$ cat src/rtl/lsu_dmem_master_pkg.sv
// Shared types and encodings for the load/store data-memory master.
package lsu_dmem_master_pkg;

  typedef enum logic [1:0] {
    ST_IDLE = 2'd0,
    ST_BUS  = 2'd1,
    ST_RESP = 2'd2
  } state_t;

  localparam logic [2:0] F3_B  = 3'b000;
  localparam logic [2:0] F3_H  = 3'b001;
  localparam logic [2:0] F3_W  = 3'b010;
  localparam logic [2:0] F3_BU = 3'b100;
  localparam logic [2:0] F3_HU = 3'b101;

  localparam logic [1:0] SZ_BYTE = 2'b00;
  localparam logic [1:0] SZ_HALF = 2'b01;
  localparam logic [1:0] SZ_WORD = 2'b10;

  // Stores only exist as B/H/W; the unsigned encodings are load-only.
  function automatic logic req_is_bad(input logic       store,
                                      input logic [2:0] funct3,
                                      input logic [1:0] addr_lo);
    logic bad;
    case (funct3)
      F3_B:    bad = 1'b0;
      F3_H:    bad = addr_lo[0];
      F3_W:    bad = (addr_lo != 2'b00);
      F3_BU:   bad = store;
      F3_HU:   bad = store | addr_lo[0];
      default: bad = 1'b1;
    endcase
    return bad;
  endfunction

endpackage

$ cat src/rtl/lsu_dmem_master_load_extend.sv
// Combinational sign/zero extension of the raw dmem word for loads.
module lsu_dmem_master_load_extend
  import lsu_dmem_master_pkg::*;
#(
  parameter int DATA_W = 32
) (
  input  logic [2:0]        i_funct3,
  input  logic [DATA_W-1:0] i_raw,
  output logic [DATA_W-1:0] o_data
);

  always_comb begin
    o_data = i_raw;
    case (i_funct3)
      F3_B:    o_data = {{(DATA_W-8){i_raw[7]}}, i_raw[7:0]};
      F3_BU:   o_data = {{(DATA_W-8){1'b0}}, i_raw[7:0]};
      F3_H:    o_data = {{(DATA_W-16){i_raw[15]}}, i_raw[15:0]};
      F3_HU:   o_data = {{(DATA_W-16){1'b0}}, i_raw[15:0]};
      default: o_data = i_raw;
    endcase
  end

endmodule

$ cat src/rtl/lsu_dmem_master.sv
// Load/store unit master for the data-memory port: one request at a time,
// bus handshake with optional timeout, extended load data back to writeback.
//
// state | meaning
// IDLE  | ready for a request from the pipeline
// BUS   | strobe asserted, waiting for i_dmem_ready or timeout
// RESP  | one-cycle response pulse, bus strobes low
module lsu_dmem_master
  import lsu_dmem_master_pkg::*;
#(
  parameter int          ADDR_W  = 32,
  parameter int          DATA_W  = 32,
  parameter int unsigned TIMEOUT = 64
) (
  input  logic              i_clk,
  input  logic              i_reset,
  input  logic              i_req_valid,
  output logic              o_req_ready,
  input  logic              i_req_store,
  input  logic [2:0]        i_req_funct3,
  input  logic [ADDR_W-1:0] i_req_addr,
  input  logic [DATA_W-1:0] i_req_wdata,
  output logic              o_resp_valid,
  output logic [DATA_W-1:0] o_resp_rdata,
  output logic              o_resp_err,
  output logic              o_busy,
  output logic [ADDR_W-1:0] o_dmem_addr,
  output logic              o_dmem_r_enable,
  output logic              o_dmem_w_enable,
  output logic [1:0]        o_dmem_w_size,
  output logic [DATA_W-1:0] o_dmem_w_data,
  input  logic [DATA_W-1:0] i_dmem_r_data,
  input  logic              i_dmem_ready
);

  localparam int CNT_W = (TIMEOUT > 1) ? $clog2(TIMEOUT) : 1;

  state_t            r_state;
  state_t            w_next;
  logic [ADDR_W-1:0] r_addr;
  logic [DATA_W-1:0] r_wdata;
  logic [DATA_W-1:0] r_rdata;
  logic              r_store;
  logic [2:0]        r_funct3;
  logic              r_err;
  logic [CNT_W-1:0]  r_cnt;
  logic              w_bad;
  logic              w_timeout;
  logic [DATA_W-1:0] w_ext;

  assign w_bad     = req_is_bad(i_req_store, i_req_funct3, i_req_addr[1:0]);
  assign w_timeout = (TIMEOUT != 0) && (r_cnt == CNT_W'(TIMEOUT - 1));

  lsu_dmem_master_load_extend #(.DATA_W(DATA_W)) u_load_extend (
    .i_funct3 (r_funct3),
    .i_raw    (r_rdata),
    .o_data   (w_ext)
  );

  assign o_dmem_addr   = r_addr;
  assign o_dmem_w_data = r_wdata;

  always_comb begin
    w_next          = r_state;
    o_req_ready     = 1'b0;
    o_busy          = 1'b1;
    o_dmem_r_enable = 1'b0;
    o_dmem_w_enable = 1'b0;
    o_dmem_w_size   = SZ_BYTE;
    o_resp_valid    = 1'b0;
    o_resp_err      = 1'b0;
    o_resp_rdata    = '0;
    case (r_state)
      ST_IDLE: begin
        o_req_ready = 1'b1;
        o_busy      = 1'b0;
        if (i_req_valid) w_next = w_bad ? ST_RESP : ST_BUS;
      end
      ST_BUS: begin
        o_dmem_r_enable = !r_store;
        o_dmem_w_enable = r_store;
        o_dmem_w_size   = r_funct3[1:0];
        if (i_dmem_ready || w_timeout) w_next = ST_RESP;
      end
      ST_RESP: begin
        o_resp_valid = 1'b1;
        o_resp_err   = r_err;
        // Stores and failed accesses return zero data.
        if (!r_err && !r_store) o_resp_rdata = w_ext;
        w_next = ST_IDLE;
      end
      default: w_next = ST_IDLE;
    endcase
  end

  always_ff @(posedge i_clk) begin
    if (i_reset) begin
      r_state  <= ST_IDLE;
      r_addr   <= '0;
      r_wdata  <= '0;
      r_rdata  <= '0;
      r_store  <= 1'b0;
      r_funct3 <= 3'b000;
      r_err    <= 1'b0;
      r_cnt    <= '0;
    end else begin
      r_state <= w_next;
      case (r_state)
        ST_IDLE: begin
          r_cnt <= '0;
          if (i_req_valid) begin
            r_addr   <= i_req_addr;
            r_wdata  <= i_req_wdata;
            r_store  <= i_req_store;
            r_funct3 <= i_req_funct3;
            r_err    <= w_bad;
          end
        end
        ST_BUS: begin
          r_cnt <= r_cnt + 1'b1;
          if (i_dmem_ready) begin
            r_rdata <= i_dmem_r_data;
            r_err   <= 1'b0;
          end else if (w_timeout) begin
            r_err <= 1'b1;
          end
        end
        default: ;
      endcase
    end
  end

endmodule
$ cat config.mk
export PLATFORM = sky130hd
export DESIGN_NAME = lsu_dmem_master
export DESIGN_NICKNAME = d
export VERILOG_FILES = /design/src/rtl/lsu_dmem_master_pkg.sv /design/src/rtl/lsu_dmem_master_load_extend.sv /design/src/rtl/lsu_dmem_master.sv
export SDC_FILE = /design/constraint.sdc
export NUM_CORES = 1
export LEC_CHECK = 0
export CAP_MARGIN = 10
export CORE_ASPECT_RATIO = 0.9
export CORE_MARGIN = 2
export CORE_UTILIZATION = 45
export DETAILED_ROUTE_END_ITERATION = 10
export PLACE_DENSITY = 0.86
export SLEW_MARGIN = 20
export SYNTH_ARGS = -nofsm -noshare
export SYNTH_HDL_FRONTEND = slang
export SYNTH_HIERARCHICAL = 1
export SYNTH_SLANG_ARGS = --single-unit
$ cat constraint.sdc
create_clock -name i_clk -period 2.9 [get_ports i_clk]
set_input_delay 0.87 -clock i_clk [delete_from_list [all_inputs] [get_ports i_clk]]
set_output_delay 0.87 -clock i_clk [all_outputs]
set_load 0.05 [all_outputs]
; Word-level counts from Yosys, hierarchy flattened
; Index checks and enable logic that the tools add are counted.
[word_totals]
reg_bits = 109
input_bits = 104
out_inout_bits = 104
[classes]
n_addsub = 1
eq_ne = 13
muxes = 20
n_bitwise = 1
reduce_logical = 13
[op_table]
columns = op, count
row1 = $pmux 32 s4, 1
row2 = $mux 32, 2
row3 = $eq 3x3->1 const B, 4
row4 = $pmux 6 s2, 1
row5 = $mux 1, 9
row6 = $mux 2, 4
row7 = $add 6x1->6 const B, 1
row8 = $eq 3x1->1 const B, 2
row9 = $eq 6x6->1 const B, 1
row10 = $logic_not 3->1, 2
row11 = $reduce_and 2->1, 3
row12 = $pmux 1 s5, 1
row13 = $ne 2x2->1 const B, 2
row14 = $pmux 2 s2, 1
row15 = $reduce_bool 2->1, 2
row16 = $eq 3x2->1 const B, 1
row17 = $ne 3x3->1 const B, 1
row18 = $reduce_and 3->1, 1
row19 = $eq 2x1->1 const B, 1
row20 = $eq 2x2->1 const B, 1
row21 = $logic_not 1->1, 2
row22 = $logic_not 2->1, 1
row23 = $pmux 1 s2, 1
row24 = $logic_and 1x1->1, 1
row25 = 2 further kinds, 2

; Longest topological paths before layout
[depth]
ltp_word = 5
depth_mapped = 6
depth_no_buf = 4

; By module
; Netlist, hierarchy kept.
[modules_own_cells]
columns = mod, instances, cells_each, area_each_um2, seq_area_each_um2
row1 = lsu_dmem_master, 1, 530, 4157.7, 2182.1
row2 = lsu_dmem_master_load_extend, 1, 67, 355.3, 0.0

; Least setup slack after synthesis
; OpenSTA, ideal clock, no wires.
[synth_path]
path_type = reg-to-output
start = register r_state[0]
end = output port o_resp_rdata[10]
arrival_ps = 1781
slack_ps = 249
path_stages_with_launch = 6
path_cell_list = dfxtp_1 > buf_6 > nor2b_4 > nor3b_1 > clkbuf_1 > and2_1
[synth_via]
elab_chain_len = 2
[synth_lines]
columns = item, line
row1 = start: declaration, lsu_dmem_master.sv:38  ; state_t r_state;
row2 = start signal: assignment, lsu_dmem_master.sv:107  ; r_state <= w_next;
row3 = $eq 2x2->1, lsu_dmem_master.sv:73  ; case (r_state)
row4 = $mux 32, lsu_dmem_master.sv:73
row5 = end: declaration, lsu_dmem_master.sv:24  ; output logic [DATA_W-1:0] o_resp_rdata,
; Every way passes these cells.

; Final worst setup path
[layout_path]
start = register r_state[0]
end = output port o_req_ready
[layout_via]
elab_chain_len = 2
[layout_lines]
columns = item, line
row1 = $logic_not 2->1, lsu_dmem_master.sv:73
row2 = $mux 1, lsu_dmem_master.sv:73
row3 = end: declaration, lsu_dmem_master.sv:18  ; output logic o_req_ready,
; Every way passes these cells.

==> results.tsv <==
stage	metric	value	unit
sta	max_freq	355	MHz
logic_synthesis	synth.top_cell.area_share	48.4	%
logic_synthesis	synth_fp_nets	702	
sta	finalWorstSetupSlack	0.0815	ns
critical_path	worstPathArrival	1.95	ns
logic_synthesis	syn-cell-area	4510	sq um
critical_path	critPathMaxFanout	10	
critical_path	end_kind	output port	
grt	grt.total_usage	23.7	%
sta	finalCritPeriodShare	97.2	%
finish	fin_nets	876	
grt	grt-ovfl-total	0	
sta	rsz0062_at_grt	no	
routing	wire_per_inst	14.6	um
placed_design	gp_congestion	0.832	
sta	finalMaxSlewViolations	0	
cts	cts_root_buf	clkbuf_8	
logic_synthesis	yosysTopAreaCell	dfxtp_1	
floorplanning	core_area	9700	sq um
grt	grt_pass1_wl	20600	um
floorplanning	fp.dieH	99.0	um
floorplanning	fp-row-count	34	
cts	cts_max_level	3	
routing	num_vias	4530	
sta	period_needed	2.82	ns
pwr	p_leak	2.66	nW
cts	cts_buffer_depth	2	
logic_synthesis	synth-compound-area-share	16.1	%
logic_synthesis	ys_types	38	
sta	hold_violations	0	
grt	grt_pass1_vias	4349	
logic_synthesis	synth.area.top_cells	dfxtp_1 (48%), nand2_1 (19%), a21oi_1 (11%)	
sta	relSlewSlack	55.2	%
logic_synthesis	synthXorXnorAreaFrac	0.194	%
flow_run	drv_cap	0	
cts	clkLatencyLatePin	0.36	ns
finish	fillers	750	
sta	worst_slew_pin_slew	0.664	ns
grt	grt_max_degree	68	
cts	numClockSinks	109	
finish	antennaDiodeCount	0	
floorplanning	start_util	46.5	%
floorplanning	ios	208	
logic_synthesis	synth_top_family_by_area	simple AND/OR/NAND/NOR gates	
logic_synthesis	synthMuxAreaShare	0.527	%
cts	cts_tree	built	
grt	antenna_found_initial	0	
floorplanning	chipWidth	110	um
logic_synthesis	synth_fa_ha_area_share	0.277	%
finish	drive_gt1_share	9.54	%
run_status	status	complete, no violations	
critical_path	start_kind	flip-flop	
sta	setup_viol	0	
critical_path	r2r_setup_slack	1.16	ns
routing	routed_wl	13100	um
pwr	ir_drop	342	uV
floorplanning	fp.dieArea	10800	sq um
placed_design	place_hpwl	9580	um
logic_synthesis	netlist_instances	597	
logic_synthesis	ys_seq_elements	109	
logic_synthesis	yosys_warnings	6	
cts	cts_setup_buffers	0	
routing	dr.pass1.iters	4	
finish	area_growth	57.0	%
pwr	powerDensity	464	nW/um^2
critical_path	critPathKind	flip-flop to output port	
cts	numCtsBuffers	9	
logic_synthesis	synthSimpleGateAreaFrac	27.7	%
logic_synthesis	syn_avg_cell_area	7.56	sq um
placed_design	place_ws	0.405	ns
cts	clk_pin_slew_worst_paths	0.10	ns
sta	clock-skew-final	0.0107	ns
routing	via_per_inst	5.02	
placed_design	numPortBuffers	207	
sta	fin_tns_setup	0	ns
critical_path	crit_required	2.03	ns
routing	drc	0	
routing	postRouteAntennaNets	0	
routing	drtIter0Drc	204	
worst_hold_path	hold_class	flip-flop to flip-flop	
logic_synthesis	yosysSeqAreaShare	48.4	%
## critical path, cell delays in order (launching register included)
cell and delay, ns:
dfxtp_1 0.45, nor2_1 0.29, clkdlybuf4s50_1 0.86
## logic make-up after synthesis
kind of cell | Yosys count
AO/OA/AOI/OAI | 138
multiplexers | 2
buffers and inverters | 58
AND/OR/NAND/NOR | 288
flip-flops | 109
adder cells (fa/ha/maj) | 1
XOR/XNOR | 1
## layer usage
| layer | global-route usage, % | share of wire, % |
|---|---|---|
| met5 | 0 | 0 |
| met4 | 8.28 | 2.1 |
| met3 | 6.68 | 8.1 |
| met2 | 39.1 | 47 |
| met1 | 29.5 | 42 |
## Yosys cell counts
master	instances
a2111oi_2	1
ha_1	1
o41ai_1	1
a311oi_1	1
and3_1	1
or3_1	1
and2_1	37
a32o_1	1
nor2b_1	3
o21ai_0	26
a221o_1	1
a22oi_1	1
nor3b_4	1
nor2b_4	1
nand3b_1	2
xor2_1	1
nand4b_1	1
clkbuf_2	1
or4b_4	1
and3b_1	1
buf_2	10
or3b_1	1
buf_6	4
nand2_1	230
a211oi_1	1
nor3_1	1
dfxtp_1	109
nor2_1	5
nor3b_1	1
mux2i_1	1
mux2i_2	1
buf_4	12
inv_1	2
o32ai_1	1
or2_1	1
o22ai_1	1
a21oi_1	103
clkbuf_1	29
## placed cells by master (no fill, tap or decap), drive strengths merged, types with 4 or more instances in the layout
cell / n
clkdlybuf4s50: 168
a21oi: 103
o21ai: 26
dfxtp: 109
nand2: 230
nor2b: 4
nor2: 5
inv: 5
and2: 37
buf: 50
clkbuf: 11
## area by class of cell
| type | instances | area (sq um) | area share, % |
|---|---|---|---|
| clock buffer | 11 | 151 | 2.14 |
| clock inverter | 5 | 40.0 | 0.565 |
| inverter | 2 | 7.51 | 0.106 |
| multi-input combinational | 430 | 2030 | 28.6 |
| sequential | 109 | 2180 | 30.8 |
| tap | 126 | 158 | 2.23 |
| timing repair buffer | 219 | 2520 | 35.5 |
## power by group
group / switching, mW / total, mW / leakage [nW] / internal, mW
clock: 0.516 / 0.886 / 0.101 / 0.370
combinational: 0.470 / 0.783 / 1.66 / 0.313
sequential: 0.0478 / 1.62 / 0.890 / 1.57
total: 1.03 / 3.29 / 2.66 / 2.26
## worst paths after layout
path	start	endpoint	cells after the start
setup / recovery	r_state[0]$_SDFFE_PP0P_	o_req_ready	2
hold reg to reg	r_rdata[31]$_SDFFE_PP0P_	r_rdata[31]$_SDFFE_PP0P_	2
setup reg to reg	r_state[0]$_SDFFE_PP0P_	r_err$_SDFFE_PP0P_	4
hold / removal	r_rdata[31]$_SDFFE_PP0P_	r_rdata[31]$_SDFFE_PP0P_	2
## registers in the layout, indices dropped and copies added, names as in the netlist
name / flops
r_funct3: 3
o_dmem_addr: 32
r_err: 1
r_cnt: 6
r_state: 2
r_store: 1
r_rdata: 32
o_dmem_w_data: 32
## what timing repair did
action	in CTS	in global routing
resized for setup	1	1
pin swaps	0	0
setup endpoints to repair	1	1
hold buffers	0	0
cloned	0	0
## per-stage QoR
step | total power, mW | cell area (sq um) | hold slack (ns) | instances | util, %
after floorplan | 2.11 | 4510 | 0.433 | 597 | -
after global routing | 3.44 | 7080 | 0.479 | 902 | 73.0
after global placement | 2.42 | 6890 | 0.438 | 886 | 71.1
after CTS | 3.32 | 7080 | 0.459 | 902 | 73.0
after detailed placement | 2.44 | 6890 | 0.446 | 886 | 71.1
final | 3.29 | 7080 | 0.459 | 902 | 73.0
Note: power is estimated with default switching activity, not from simulation.
